## config.mk

```make
export PLATFORM = sky130hd
export DESIGN_NAME = msh_wr_in_fifo
export DESIGN_NICKNAME = d
export VERILOG_FILES = /design/src/rtl/msh_wr_in_fifo.sv
export SDC_FILE = /design/constraint.sdc
export NUM_CORES = 1
export LEC_CHECK = 0
export CORE_MARGIN = 2
export CORE_UTILIZATION = 45
export DETAILED_ROUTE_END_ITERATION = 8
export GPL_ROUTABILITY_DRIVEN = 0
export MAX_ROUTING_LAYER = met4
export PLACE_DENSITY = 0.73
export SYNTH_ARGS = -nofsm -noshare
export SYNTH_HDL_FRONTEND = slang
export SYNTH_SLANG_ARGS = --single-unit
```

## constraint.sdc

```tcl
create_clock -name mclk -period 9 [get_ports mclk]
set_input_delay 1.8 -clock mclk [delete_from_list [all_inputs] [get_ports mclk]]
set_output_delay 1.8 -clock mclk [all_outputs]
set_load 0.03 [all_outputs]
```

## src/rtl/msh_wr_in_fifo.sv

```systemverilog
// msh_wr_in_fifo: credit-based write-request input FIFO feeding msh_wr_dp.
// Each entry holds {addr, data}. A push is taken when the FIFO is not full.
// A push that arrives while full is dropped and sets a sticky overflow flag.
// One credit is returned upstream on the cycle after each pop.
// Optional feature macro: MSH_WR_IN_PAR_EN adds an even-parity check on the write data.
module msh_wr_in_fifo #(
    parameter int DEPTH = 8,
    parameter int AW    = 16,
    parameter int DW    = 64
) (
    input  logic                     mclk,
    input  logic                     mrst_n,
    input  logic                     i_wr_vld,
    input  logic [AW-1:0]            i_wr_addr,
    input  logic [DW-1:0]            i_wr_data,
`ifdef MSH_WR_IN_PAR_EN
    input  logic                     i_wr_par,
`endif
    output logic                     o_wr_crd_rtn,
    output logic                     o_dp_vld,
    output logic [AW-1:0]            o_dp_addr,
    output logic [DW-1:0]            o_dp_data,
    input  logic                     i_dp_rdy,
    output logic [$clog2(DEPTH+1)-1:0] o_occ,
    output logic                     o_ovfl_err
`ifdef MSH_WR_IN_PAR_EN
    ,
    output logic                     o_par_err
`endif
);

    localparam int PW = (DEPTH > 1) ? $clog2(DEPTH) : 1;
    localparam int OW = $clog2(DEPTH + 1);

    logic [AW-1:0] addr_mem [DEPTH];
    logic [DW-1:0] data_mem [DEPTH];
    logic [PW-1:0] wr_ptr;
    logic [PW-1:0] rd_ptr;
    logic [OW-1:0] occ;
    logic          full;
    logic          push;
    logic          pop;

    // The full check looks only at the current occupancy, so a same-cycle pop never makes room for a push.
    assign full = (occ == OW'(DEPTH));
    assign push = i_wr_vld & ~full;
    assign pop  = (occ != '0) & i_dp_rdy;

    // The head comes straight from registered storage. Gating it with valid keeps it zero when the FIFO is empty or in reset.
    assign o_dp_vld  = (occ != '0);
    assign o_dp_addr = o_dp_vld ? addr_mem[rd_ptr] : '0;
    assign o_dp_data = o_dp_vld ? data_mem[rd_ptr] : '0;
    assign o_occ     = occ;

    // Entry storage. It has no reset because the outputs are masked while the FIFO is empty.
    always_ff @(posedge mclk) begin
        if (push) begin
            addr_mem[wr_ptr] <= i_wr_addr;
            data_mem[wr_ptr] <= i_wr_data;
        end
    end

    // Pointers and occupancy. The pointers wrap naturally because DEPTH is a power of two.
    always_ff @(posedge mclk or negedge mrst_n) begin
        if (!mrst_n) begin
            wr_ptr <= '0;
            rd_ptr <= '0;
            occ    <= '0;
        end else begin
            if (push) begin
                wr_ptr <= wr_ptr + PW'(1);
            end
            if (pop) begin
                rd_ptr <= rd_ptr + PW'(1);
            end
            case ({push, pop})
                2'b10:   occ <= occ + OW'(1);
                2'b01:   occ <= occ - OW'(1);
                default: occ <= occ;
            endcase
        end
    end

    // Credit return is the pop delayed by one cycle. Back-to-back pops give back-to-back pulses.
    always_ff @(posedge mclk or negedge mrst_n) begin
        if (!mrst_n) begin
            o_wr_crd_rtn <= 1'b0;
        end else begin
            o_wr_crd_rtn <= pop;
        end
    end

    // Sticky overflow flag. It is set by any request that arrives while the FIFO is full.
    always_ff @(posedge mclk or negedge mrst_n) begin
        if (!mrst_n) begin
            o_ovfl_err <= 1'b0;
        end else if (i_wr_vld && full) begin
            o_ovfl_err <= 1'b1;
        end
    end

`ifdef MSH_WR_IN_PAR_EN
    // Sticky parity-error flag. It checks even parity on accepted pushes only; the entry itself is stored unchanged.
    always_ff @(posedge mclk or negedge mrst_n) begin
        if (!mrst_n) begin
            o_par_err <= 1'b0;
        end else if (push && ((^i_wr_data) != i_wr_par)) begin
            o_par_err <= 1'b1;
        end
    end
`endif

endmodule

```

* Yosys cells after proc, flatten, opt, wreduce, memory -nomap -nowiden
Memories as Yosys holds them, arrays and structs flattened. Cells that the tools add are included.
Operators by class: add/subtract/negate cells 4, $mul 0, div/mod/pow operators 0, magnitude comparators 0, eq/ne operators 3, shifts and indexed selects 0, multiplexer cells 5, bitwise gates (word level) 3, reduce and logical (&&, ||, !) cells 3
Operators with widths (count):
- two-way mux 64 bit | 1
- two-way mux 16 bit | 1
- case mux 4 bit (2 select lines) | 1
- adder 3 x 1 -> 3 bit, second input constant | 2
- adder 4 x 1 -> 4 bit, second input constant | 1
- == test 4 bit, second input constant | 1
- nonzero test 4 bit | 1
- subtractor 4 x 1 -> 4 bit, second input constant | 1
- bitwise AND 1 bit | 2
- == test 2 x 1 -> 1 bit, second input constant | 1
- == test 2 bit, second input constant | 1
- two-way mux 1 bit | 2
- nonzero test 2 bit | 1
- logical AND 1 bit | 1
- inverter 1 bit | 1
Word-level totals: flip-flop bits (word level) 12, latch bits 0, bits in writable memories 640, ROM bits 0, word-level logic and storage cells 25, memories kept 2
Memory list:
- data_mem | depth 8, width 64, rd ports 1, clocked after Yosys merged registers in 0, write ports 1, RTL line 36 | logic [DW-1:0] data_mem [DEPTH];
- addr_mem | depth 8, width 16, rd ports 1, clocked after Yosys merged registers in 0, write ports 1, RTL line 35 | logic [AW-1:0] addr_mem [DEPTH];

* Depth between registers and ports, before layout
depth after elaboration 5, gate-level depth with buffers 12, depth with buffers taken out 10

* Worst setup path before layout
No wires, ideal clock.
path kind input to register, start point input i_wr_vld, end point memory addr_mem[0][0], enable pin, data arrival time 7.675 ns, required time 8.384 ns, slack 0.709 ns, stages 3, path buffers 0, cell sequence a21boi_1 -> nand2b_1 -> nor3_1
Between the ends: longest elaborated chain between the ends 3
Ends and longest elaborated chain:
- start, declared | RTL line 13 | input logic i_wr_vld,
- bitwise AND 1 bit | RTL line 46 | assign push = i_wr_vld & ~full;
- two-way mux 1 bit | RTL line 57 | if (push) begin
- two-way mux 1 bit (implied by the code) | RTL line 58 | addr_mem[wr_ptr] <= i_wr_addr;
- end, declared | RTL line 35
Every way passes these cells.

* Final worst setup path
start point register rd_ptr[0], end point output o_dp_data[18]
Between the ends: longest elaborated chain between the ends 2
Ends and longest elaborated chain:
- start, declared | RTL line 38 | logic [PW-1:0] rd_ptr;
- start signal, assigned | RTL line 74 | rd_ptr <= rd_ptr + PW'(1);
- memory read (8 x 64 bit)
- two-way mux 64 bit | RTL line 52 | assign o_dp_data = o_dp_vld ? data_mem[rd_ptr] : '0;
- end, declared | RTL line 22 | output logic [DW-1:0] o_dp_data,
Every way passes these cells.

==> results.cfg <==
[run_status]
status = completed

[setup_path]
crit_buf_inv = 2
required_ns = 7.20
endpoint_kind = primary output
crit_type = flip-flop to primary output
path_cells = buf_12 -> mux4_2 -> mux2i_1 -> nor2_1 -> clkdlybuf4s50_1
crit_slowest_cell = dfrtp_4
crit_arrival_ns = 4.01
critPathLaunchType = flip-flop
cp_max_fo = 86
crit_family = buffers and inverters
cpPeakStageDelay_ns = 1.10

[run]
max-cap-violations = 0

[yosys]
synthTopCellsByCount = edfxtp_1, mux4_2, nor2_1, mux2i_1, buf_2
synthesis.area_um2 = 24900
yosysTopAreaCellShare_pct = 77.2
synth_edf_count = 640
synth.yosys.seq_area_share_pct = 78.4
synth_area_leaders = edfxtp_1, mux4_2, mux2i_1
postSynthNetCount = 1168
synth.distinct_cells = 29
synth_cells = 1079
synth_seq_cells = 652
yosysTopAreaCell = edfxtp_1
avgSynthCellArea_um2 = 23.1
synth-main-ff-cell = edfxtp_1
yosysMostFrequentCell = edfxtp_1
async_reset_ff_share_pct = 1.84
synth_warnings = 0

[sta]
period_minus_slack_ns = 5.81
finalMaxSlewViolations = 0
finalClockSkew_ns = 0.0287
post-route-period-util_pct = 64.5
setup_ws_ns = 3.19
tns_ns = 0
fmax_mhz = 172
worstMarginPinSlew_ns = 1.08
hold_slack_ns = 0.472
rsz0062_at_grt = no
final_hold_viol_count = 0
relSlewSlack_pct = 28.2
final-setup-viol-count = 0

[clock_network]
cts_setup_buffers = 0
clk_latency_ns = 0.63
clockBufferDepth = 3
htree_num_levels = 2
post_cts_resized = 0
cts_root_buffer = clkbuf_16
cts.sinks = 652
cts_tree = built
path_clk_slew_ns = 0.06
cts_inserted_buffers = 61
hold_buffers = 0

[finish]
fin_nets = 1368
area_growth_pct = 18.0
regArea_um2 = 19500
finalCoreUtilization_pct = 53.5
drive_above_1_share_pct = 21.4
nFillCells = 4197
multiInputGateArea_um2 = 5110

[route]
routed_wl_mm = 48.4
dr.pass1.iters = 7
drc_errors = 0
drt_iter0_drc = 757
via_count = 11100
route.detailed.wl_per_inst_um = 23.8
final_antenna_net_count = 0
viasPerCell = 5.48

[global_routing]
grt_util_all_layers_pct = 17.7
grt_pass1_vias = 11800
grt_pass1_wl_mm = 72.8
antenna_found_initial = 2
grt-ovfl-total = 0
grt_max_degree = 87

[min_path]
hold_class = flip-flop to flip-flop

[floorplan]
start_util_pct = 45.3
dieArea_um2 = 57200
die_h_um = 239
core_um2 = 54900
ios = 171
die_w_um = 239
rows = 86

[power_and_ir_drop]
p_leak_nw = 9.50
p_per_area_nw_per_um2 = 349
power.total_mw = 10.2
peakVddDrop_mv = 0.279

[placed_design]
dp_hpwl_mm = 25.6
portBuffers = 170
dp_slack_ns = 3.74
final cells by class:
type	instances	area share, %
antenna	2	0.0170
clock buffer	75	5.45
clock inverter	38	1.17
inverter	2	0.0256
multi-input combinational	369	17.4
sequential	652	66.5
tap	704	3.00
timing repair buffer	193	6.43
power by group:
part / switching (mW) / internal [mW] / leakage, nW
clock: 1.08 / 1.41 / 0.940
sequential: 0.267 / 3.81 / 5.95
combinational: 2.03 / 1.64 / 2.61
total: 3.38 / 6.86 / 9.50
logic make-up (layout without fill, tap and decap cells):
logic type / after synthesis / after routing / share of synthesized area [%]
buffers and inverters: 58 / 308 / 1.23
other: 0 / 2 / 0
adders and majority gates: 5 / 5 / 0.251
DFF: 652 / 652 / 78.4
muxes: 242 / 242 / 17.8
xor gates and xnor gates: 8 / 8 / 0.282
AOI/OAI and AO/OA: 6 / 6 / 0.176
and+or+nand+nor: 108 / 108 / 1.81
sequential cells by signal (all words and copies together) (netlist names):
name	cells
o_wr_crd_rtn	1
rd_ptr	3
addr_mem	128
data_mem	512
o_ovfl_err	1
o_occ	4
wr_ptr	3
worst register-to-register path, stage by stage (launching register included):
cell and delay [ns]:
dfrtp_1 0.54, nor3_1 0.12, a21boi_1 0.40, nand2b_1 0.35
nor2_4 0.31, buf_4 0.58, buf_4 0.73
layout by cell type, fill, tap and decap left out, drive strengths merged, types with 5 or more instances in the layout:
master,instances
ha,5
edfxtp,640
dfrtp,12
xor2,5
mux4,160
clkbuf,75
clkinv,28
buf,23
nand2,9
nor2,88
clkdlybuf4s50,170
bufinv,5
mux2i,80
metrics by stage:
| stage | instances | instance area (um2) |
|---|---|---|
| 2_1_floorplan | 1079 | 24900 |
| 3_5_place_dp | 1920 | 27400 |
| 3_3_place_gp | 1920 | 27400 |
| 4_1_cts | 2033 | 29400 |
| 6_report | 2035 | 29400 |
| 5_1_grt | 2035 | 29400 |
routing by layer:
metal | part of all wire, % | up-vias | GRT usage, %
met5 | 0 | - | -
met4 | 1.7 | 0 | 4.32
met3 | 5.1 | 64 | 3.55
met2 | 52 | 271 | 29.2
met1 | 42 | 5913 | 22.6
li1 | - | 4898 | -
path summary, 6_finish.rpt:
kind / from / end / slack (ns) / cells past startpoint
max: rd_ptr[0] / o_dp_data[18] / 3.19 / 5
max in group asynchronous: mrst_n / rd_ptr[1] / 7.04 / 1
min: o_ovfl_err / o_ovfl_err / 0.47 / 1
min reg2reg: o_ovfl_err / o_ovfl_err / 0.47 / 1
max reg2reg: o_occ[1] / addr_mem[6][12] / 5.54 / 6
min in group asynchronous: mrst_n / o_wr_crd_rtn / 1.52 / 1
Note: power is estimated with default switching activity, not from simulation.
